[config.mk]
export PLATFORM = sky130hd
export DESIGN_NAME = intcnct_flit_deser
export DESIGN_NICKNAME = d
export VERILOG_FILES = /design/src/rtl/intcnct_flit_deser.sv
export SDC_FILE = /design/constraint.sdc
export NUM_CORES = 2
export LEC_CHECK = 0
export ABC_AREA = 1
export BUFFER_PORTS_ARGS = -buffer_cell sky130_fd_sc_hd__buf_2
export CORE_MARGIN = 5
export CORE_UTILIZATION = 40
export CTS_CLUSTER_DIAMETER = 120
export DETAILED_ROUTE_END_ITERATION = 10
export SYNTH_ARGS = -nofsm -noshare
export SYNTH_HDL_FRONTEND = slang
export SYNTH_SLANG_ARGS = --single-unit
[constraint.sdc]
create_clock -name clk -period 64.4 [get_ports clk]
set_input_delay 6.44 -clock clk [delete_from_list [all_inputs] [get_ports clk]]
set_output_delay 6.44 -clock clk [all_outputs]
set_load 0.03 [all_outputs]
[src/rtl/intcnct_flit_deser.sv]
// ---------------------------------------------------------------------------
// intcnct_flit_deser
//
// Receive side of the chip-to-FPGA interconnect. The chip sends each 64-bit
// NoC flit as two 32-bit words, low half first, tagged with the NoC channel
// (1..3) it belongs to. This block pairs the halves per channel, queues the
// rebuilt flits in one FIFO per channel and hands them to the consumers with
// a val/rdy handshake. Every flit taken by a consumer returns one credit to
// the sender. The sender starts with FIFO_DEPTH credits per channel.
//
// Ports
//   clk                  single clock for all logic
//   rst                  asynchronous active-high reset
//   intcnct_data_in      32-bit half-flit word from the chip
//   intcnct_channel_in   0 = idle, 1..3 = word belongs to channel 1..3
//   intcnct_credit_back  bit N-1 pulses for one cycle after each pop of ch N
//   bout_data_N          head flit of channel N FIFO, 0 while empty
//   bout_val_N           channel N FIFO is non-empty
//   bout_rdy_N           consumer takes the channel N head this cycle
//   overflow_err         sticky, bit N-1 set when a flit hit a full ch N FIFO
// ---------------------------------------------------------------------------
module intcnct_flit_deser #(
   parameter int FIFO_DEPTH = 8
) (
   input  logic        clk,
   input  logic        rst,
   input  logic [31:0] intcnct_data_in,
   input  logic [1:0]  intcnct_channel_in,
   output logic [2:0]  intcnct_credit_back,
   output logic [63:0] bout_data_1,
   output logic [63:0] bout_data_2,
   output logic [63:0] bout_data_3,
   output logic        bout_val_1,
   output logic        bout_val_2,
   output logic        bout_val_3,
   input  logic        bout_rdy_1,
   input  logic        bout_rdy_2,
   input  logic        bout_rdy_3,
   output logic [2:0]  overflow_err
);

   localparam int AW = $clog2(FIFO_DEPTH);
   localparam int CW = AW + 1;

   typedef enum logic {
      PH_LOW,
      PH_HIGH
   } phase_t;

   phase_t        phase_q  [3];
   phase_t        phase_d  [3];
   logic [31:0]   half_q   [3];
   logic [31:0]   half_d   [3];
   logic [63:0]   mem_q    [3][FIFO_DEPTH];
   logic [63:0]   mem_d    [3][FIFO_DEPTH];
   logic [AW-1:0] wr_ptr_q [3];
   logic [AW-1:0] wr_ptr_d [3];
   logic [AW-1:0] rd_ptr_q [3];
   logic [AW-1:0] rd_ptr_d [3];
   logic [CW-1:0] count_q  [3];
   logic [CW-1:0] count_d  [3];
   logic [2:0]    credit_q;
   logic [2:0]    credit_d;
   logic [2:0]    overflow_q;
   logic [2:0]    overflow_d;

   logic [2:0]    rdy;
   logic [2:0]    word_hit;
   logic [2:0]    flit_done;
   logic [2:0]    pop;
   logic [2:0]    push;
   logic [2:0]    drop;
   logic [63:0]   head [3];

   assign rdy = {bout_rdy_3, bout_rdy_2, bout_rdy_1};

   // Per-channel next state. Each channel pairs its own halves, so words of
   // different channels can interleave without disturbing each other. A flit
   // arriving at a full FIFO is still accepted when the head leaves in the
   // same cycle, because the slot being freed is the one being written
   // (write and read pointers coincide when full). Dropped flits still
   // return the phase to LOW so the next word starts a fresh flit.
   always_comb begin
      word_hit   = '0;
      flit_done  = '0;
      pop        = '0;
      push       = '0;
      drop       = '0;
      credit_d   = '0;
      overflow_d = overflow_q;
      for (int c = 0; c < 3; c++) begin
         phase_d[c]  = phase_q[c];
         half_d[c]   = half_q[c];
         wr_ptr_d[c] = wr_ptr_q[c];
         rd_ptr_d[c] = rd_ptr_q[c];
         count_d[c]  = count_q[c];
         head[c]     = '0;
         for (int i = 0; i < FIFO_DEPTH; i++) begin
            mem_d[c][i] = mem_q[c][i];
         end

         word_hit[c]  = (intcnct_channel_in == 2'(c + 1));
         flit_done[c] = word_hit[c] && (phase_q[c] == PH_HIGH);
         pop[c]       = (count_q[c] != '0) && rdy[c];
         push[c]      = flit_done[c] &&
                        ((count_q[c] != CW'(FIFO_DEPTH)) || pop[c]);
         drop[c]      = flit_done[c] && !push[c];

         if (count_q[c] != '0) begin
            head[c] = mem_q[c][rd_ptr_q[c]];
         end

         if (word_hit[c]) begin
            if (phase_q[c] == PH_LOW) begin
               half_d[c]  = intcnct_data_in;
               phase_d[c] = PH_HIGH;
            end else begin
               phase_d[c] = PH_LOW;
            end
         end

         if (push[c]) begin
            mem_d[c][wr_ptr_q[c]] = {intcnct_data_in, half_q[c]};
            wr_ptr_d[c]           = wr_ptr_q[c] + AW'(1);
         end
         if (pop[c]) begin
            rd_ptr_d[c] = rd_ptr_q[c] + AW'(1);
         end
         if (push[c] && !pop[c]) begin
            count_d[c] = count_q[c] + CW'(1);
         end else if (!push[c] && pop[c]) begin
            count_d[c] = count_q[c] - CW'(1);
         end

         credit_d[c] = pop[c];
         if (drop[c]) begin
            overflow_d[c] = 1'b1;
         end
      end
   end

   // State registers. Reset throws away half-built and queued flits
   // without issuing credits; the sender is reset alongside this block and
   // starts again from its full credit count.
   always_ff @(posedge clk or posedge rst) begin
      if (rst) begin
         for (int c = 0; c < 3; c++) begin
            phase_q[c]  <= PH_LOW;
            half_q[c]   <= '0;
            wr_ptr_q[c] <= '0;
            rd_ptr_q[c] <= '0;
            count_q[c]  <= '0;
            for (int i = 0; i < FIFO_DEPTH; i++) begin
               mem_q[c][i] <= '0;
            end
         end
         credit_q   <= '0;
         overflow_q <= '0;
      end else begin
         for (int c = 0; c < 3; c++) begin
            phase_q[c]  <= phase_d[c];
            half_q[c]   <= half_d[c];
            wr_ptr_q[c] <= wr_ptr_d[c];
            rd_ptr_q[c] <= rd_ptr_d[c];
            count_q[c]  <= count_d[c];
            for (int i = 0; i < FIFO_DEPTH; i++) begin
               mem_q[c][i] <= mem_d[c][i];
            end
         end
         credit_q   <= credit_d;
         overflow_q <= overflow_d;
      end
   end

   assign intcnct_credit_back = credit_q;
   assign overflow_err        = overflow_q;
   assign bout_data_1         = head[0];
   assign bout_data_2         = head[1];
   assign bout_data_3         = head[2];
   assign bout_val_1          = (count_q[0] != '0);
   assign bout_val_2          = (count_q[1] != '0);
   assign bout_val_3          = (count_q[2] != '0);

endmodule

# Word-level counts from Yosys, hierarchy flattened
# Index checks and enable logic that the tools add are counted.
# op_classes
bitwise_logic	9
mul	0
eq_ne	6
shift	0
muxes	30
div_mod_pow	0
n_addsub	12
reduce_logical	39
n_lt_le_gt_ge	9
# op_table
cell	n
bitwise mux 512 bit	3
2-to-1 mux 64 bit	12
binary-select mux 64 bit (select 3 bit)	3
demux 64 bit (select 3 bit)	3
greater-or-equal comparator 4 bit, second input constant	6
2-to-1 mux 4 bit	6
NOT 3 -> 4 bit	6
logical AND 1 bit	21
adder 3 x 1 -> 3 bit, second input constant	6
adder 4 x 1 -> 4 bit, second input constant	3
less-than comparator 4 x 1 -> 1 bit, second input constant	3
inequality test 4 bit, second input constant	3
nonzero test 4 bit	3
subtractor 4 x 1 -> 4 bit, second input constant	3
zero test 1 bit	6
AND reduction 2 bit	3
nonzero test 2 bit	3
equality test 2 bit, second input constant	2
logical OR 1 bit	3
2-to-1 mux 1 bit	3
NOT 1 bit	3
equality test 2 x 1 -> 1 bit, second input constant	1
# totals
memories	0
ram_bits	0
input_bits	39
out_inout_bits	201
rom_bits	0
latchBits	0
wordCells	148
regBits	1671

# Longest topological paths before layout
# depth
ltp_word	8
ltp_mapped	15
depth_no_buf	15

# Least setup slack after synthesis
# Ideal clock, no wire load.
# synth_path
path_type	input to register
from	input port bout_rdy_3
to	register count_q[3] (netlist bit)
setup_slack_ns	56.222
required_ns	64.284
n_path_buf	0
arrival_time_ns	8.061
cell_stages	12
setup_time_ns	0.116
path_cell_list	nor2_1 nand3_2 nand2_1 inv_1 ha_1 inv_1 ha_1 or2_2 nand3_1 nand2_1 nand2_1 nand2_1
# synth_via
elab_chain_len	6
elab_cells_between_ends	9
cone_classes	mux: 1; reduce/logical: 8
# synth_rtl
item	line	rtl
from (decl)	38	input logic bout_rdy_3,
logical AND 1 bit *	104	pop[c] = (count_q[c] != '0) && rdy[c];
logical OR 1 bit *	106	((count_q[c] != CW'(FIFO_DEPTH)) || pop[c]);
logical AND 1 bit *	105	push[c] = flit_done[c] &&
net push[2]	71	logic [2:0] push;
zero test 1 bit	131	end else if (!push[c] && pop[c]) begin
logical AND 1 bit	131	
nonzero test 2 bit (no source line)	--	
to (signal, indexed assignment)	165	count_q[c] <= count_d[c];
to (decl)	60	logic [CW-1:0] count_q [3];
# The timed path passes the listed nets; every way through them passes the cells marked *.
# A chain may end at the register's enable or synchronous reset.

# Worst setup path in the final report
# layout_path
from	register rd_ptr_q[6] (netlist bit)
to	output port bout_data_1[33]
# layout_via
elab_chain_len	5
# layout_rtl
item	line	rtl
from (decl)	58	logic [AW-1:0] rd_ptr_q [3];
from (signal, indexed assignment)	164	rd_ptr_q[c] <= rd_ptr_d[c];
NOT 3 -> 4 bit (not written as such)	110	head[c] = mem_q[c][rd_ptr_q[c]];
binary-select mux 64 bit (select 3 bit)	110	
2-to-1 mux 64 bit (not written as such) (2 in series)	110	
2-to-1 mux 64 bit	109	if (count_q[c] != '0) begin
to (decl)	30	output logic [63:0] bout_data_1,
# No other way between the ends. The select of a mux whose other input is x is not followed.

==> metrics.cfg <==
[outcome]
status = complete, no violations

[setup_path]
worstSetupPathType = reg -> out
cp_common_cell = buf_4
cpPeakStageDelay_ns = 0.92
required_ns = 57.96
cp-end-kind = primary output
crit_family = buffers and inverters
cp_max_fo = 87
crit_path_start_kind = flip-flop
cp_data_arrival_time_ns = 4.78
path_cells = buf_4, buf_4, buf_4, nand2_1, nand3_1, nand3_1, nand2_1, nor2_1, buf_2
cp_num_buf_inv = 4
crit_slowest_cell = buf_4

[clock_network]
numCtsBuffers = 185
cts_sinks = 1671
ctsHoldBuffers = 0
ctsHtreeMaxLevel = 4
path_clk_slew_ns = 0.06
cts_root_buf = clkbuf_16
post-cts-setup-buffers = 0
cts_resized = 0
clk_latency_ns = 0.82
cts_tree = done
clock_path_buffers = 3

[power_and_ir_drop]
leakagePower_nw = 45.2
power_mw = 5.00
ir_worst_vdd_mv = 0.0428
p_per_area_nw_per_um2 = 56.0

[yosys]
synthAdderAreaFrac_pct = 0.304
avgSynthCellArea_um2 = 7.50
yosys_warnings = 0
postSynthCellCount = 10900
synth-compound-area-share_pct = 10.2
syn_area_um2 = 81500
synth-seq-cells = 1671
syn_nets = 10900
synth_xor_area_share_pct = 0.193
yosysSeqAreaShare_pct = 51.3
yosys.cell_types.count = 24
synth_top_family_by_area = simple AND/OR/NAND/NOR gates
synth-simple-area-share_pct = 25.1
yosys-mux-area-fraction_pct = 0

[placed_design]
gp_congestion = 0.771
port_buffers = 239
hpwl_um = 128000
pre_cts_slack_ns = 52.97

[route]
ant_nets = 0
drt_iter0_drc = 5907
post-route-drc-count = 0
viasPerCell = 4.96
wirelength_um = 236000
firstDrtPassIters = 6
vias = 66900
routedWlPerCell_um = 17.5

[sta]
tns_ns = 0
timing.final.crit_share_pct = 17.4
clock.fmax_mhz = 89.1
fin_skew_ns = 0.0312
worst_pin_slew_ns = 1.22
postLayoutSetupSlackWorst_ns = 53.18
slew_viol_final = 0
setup_violations = 0
period_minus_slack_ns = 11.22
grt_setup_unrepaired = false
hold_violations = 0
relSlewSlack_pct = 18.4

[hold_path]
holdCritPathClass = reg -> reg

[layout]
utilization_pct = 44.0
fin_nets = 10700
area_delta_synth_final_pct = 9.48
drive_above_1_share_pct = 6.49

[floorplanning]
die_h_um = 461
core_um2 = 203000
start_util_pct = 40.2
pin_count = 240
num_rows = 165
dieArea_um2 = 213000
die_w_um = 461

[global_routing]
grt_pass1_vias = 64400
grt_use_total_pct = 22.2
grt_max_degree = 219
antenna_found_initial = 16
grt_overflow = 0
grt_pass1_wl_um = 374000

[flow_run]
cap_violations = 0

-- cell usage after synthesis --
library cell	count	area, um^2
buf_1	55	206
buf_2	231	1160
buf_4	54	405
buf_6	112	1260
clkbuf_1	287	1080
clkinv_1	3	11.3
dfrtp_1	1671	41800
fa_1	3	60.1
ha_1	15	188
inv_1	1705	6400
nand2_1	3634	13600
nand2_2	3	18.8
nand3_1	968	4840
nand3_2	25	250
nand3_4	2	35.0
nor2_1	418	1570
nor2_8	3	60.1
o21ai_0	244	1220
o21ai_1	1393	6970
o21ai_2	10	87.6
o21bai_1	3	22.5
or2_2	3	18.8
xnor2_1	12	105
xor2_1	6	52.6
-- per-stage QoR --
stage	cell area, um^2	std cells	hold WS [ns]
floorplan	81500	10900	0.442
detailed placement	83100	13100	0.467
CTS	89200	13500	0.482
finish	89200	13500	0.478
global route	89200	13500	0.500
global placement	83100	13100	0.455
-- layer usage --
metal  up-vias  track usage (%)  routed length (um)
met4         0             6.71                6620
met1     32000             30.6              107000
met3       323             2.75               13500
li1      32800                -                   -
met2      1694             36.7              109000
met5         -                0                   0
-- cells in the final DEF (no fill, tap or decap), types with 4 or more instances in the layout --
cell,count
nand2_1,3633
dfrtp_4,9
nor2_1,418
clkbuf_16,188
xor2_1,6
dfrtp_1,1662
nand3_4,29
xnor2_1,12
bufinv_16,10
clkinv_2,25
clkbuf_8,41
buf_2,239
o21ai_1,1393
diode_2,5
ha_1,15
o21ai_2,10
nand3_1,963
inv_8,5
clkinv_8,4
inv_1,1701
clkbuf_1,48
inv_6,7
o21ai_0,244
buf_4,109
-- flip-flops by register name (all words and copies together) (netlist names) --
signal and flops:
count_q 12, intcnct_credit_back 3, mem_q 1536, wr_ptr_q 9
half_q 96, phase_q 3, overflow_err 3, rd_ptr_q 9
-- final cells by class --
cell class                 count  area (um^2)
fill                       20300       113000
sequential                  1671        41800
multi-input combinational   6742        29400
inverter                    1708         6450
clock buffer                 277         5450
tap                         2672         3340
timing repair buffer         349         2030
clock inverter                55          683
antenna                        5         12.5
-- kinds of logic after synthesis --
kind of cell | Yosys count
buffers and inverters | 2447
xor gates and xnor gates | 18
AOI/OAI and AO/OA | 1650
and+or+nand+nor | 5056
DFF | 1671
adders and majority gates | 18
-- power breakdown --
| part | internal (mW) | switching, mW | total, mW |
|---|---|---|---|
| Clock | 0.625 | 0.442 | 1.07 |
| Combinational | 0.680 | 1.52 | 2.20 |
| Sequential | 1.47 | 0.263 | 1.74 |
-- worst min-delay path: stages (launching register included) --
cell and delay (ns):
dfrtp_1 0.34, nand2_1 0.06, o21ai_2 0.05
-- final timing paths --
kind	startpoint	slack, ns	cells after the start	end
worst max-delay path	rd_ptr_q[6]	53.18	9	bout_data_1[33]
worst min-delay path	mem_q[699]	0.48	2	mem_q[699]
worst max register to register	count_q[4]	60.92	13	count_q[7]
worst min register to register	mem_q[699]	0.48	2	mem_q[699]
max in group asynchronous	rst	54.00	7	mem_q[1105]
min in group asynchronous	rst	5.72	2	mem_q[843]
Power figures use the tool's default switching activity.
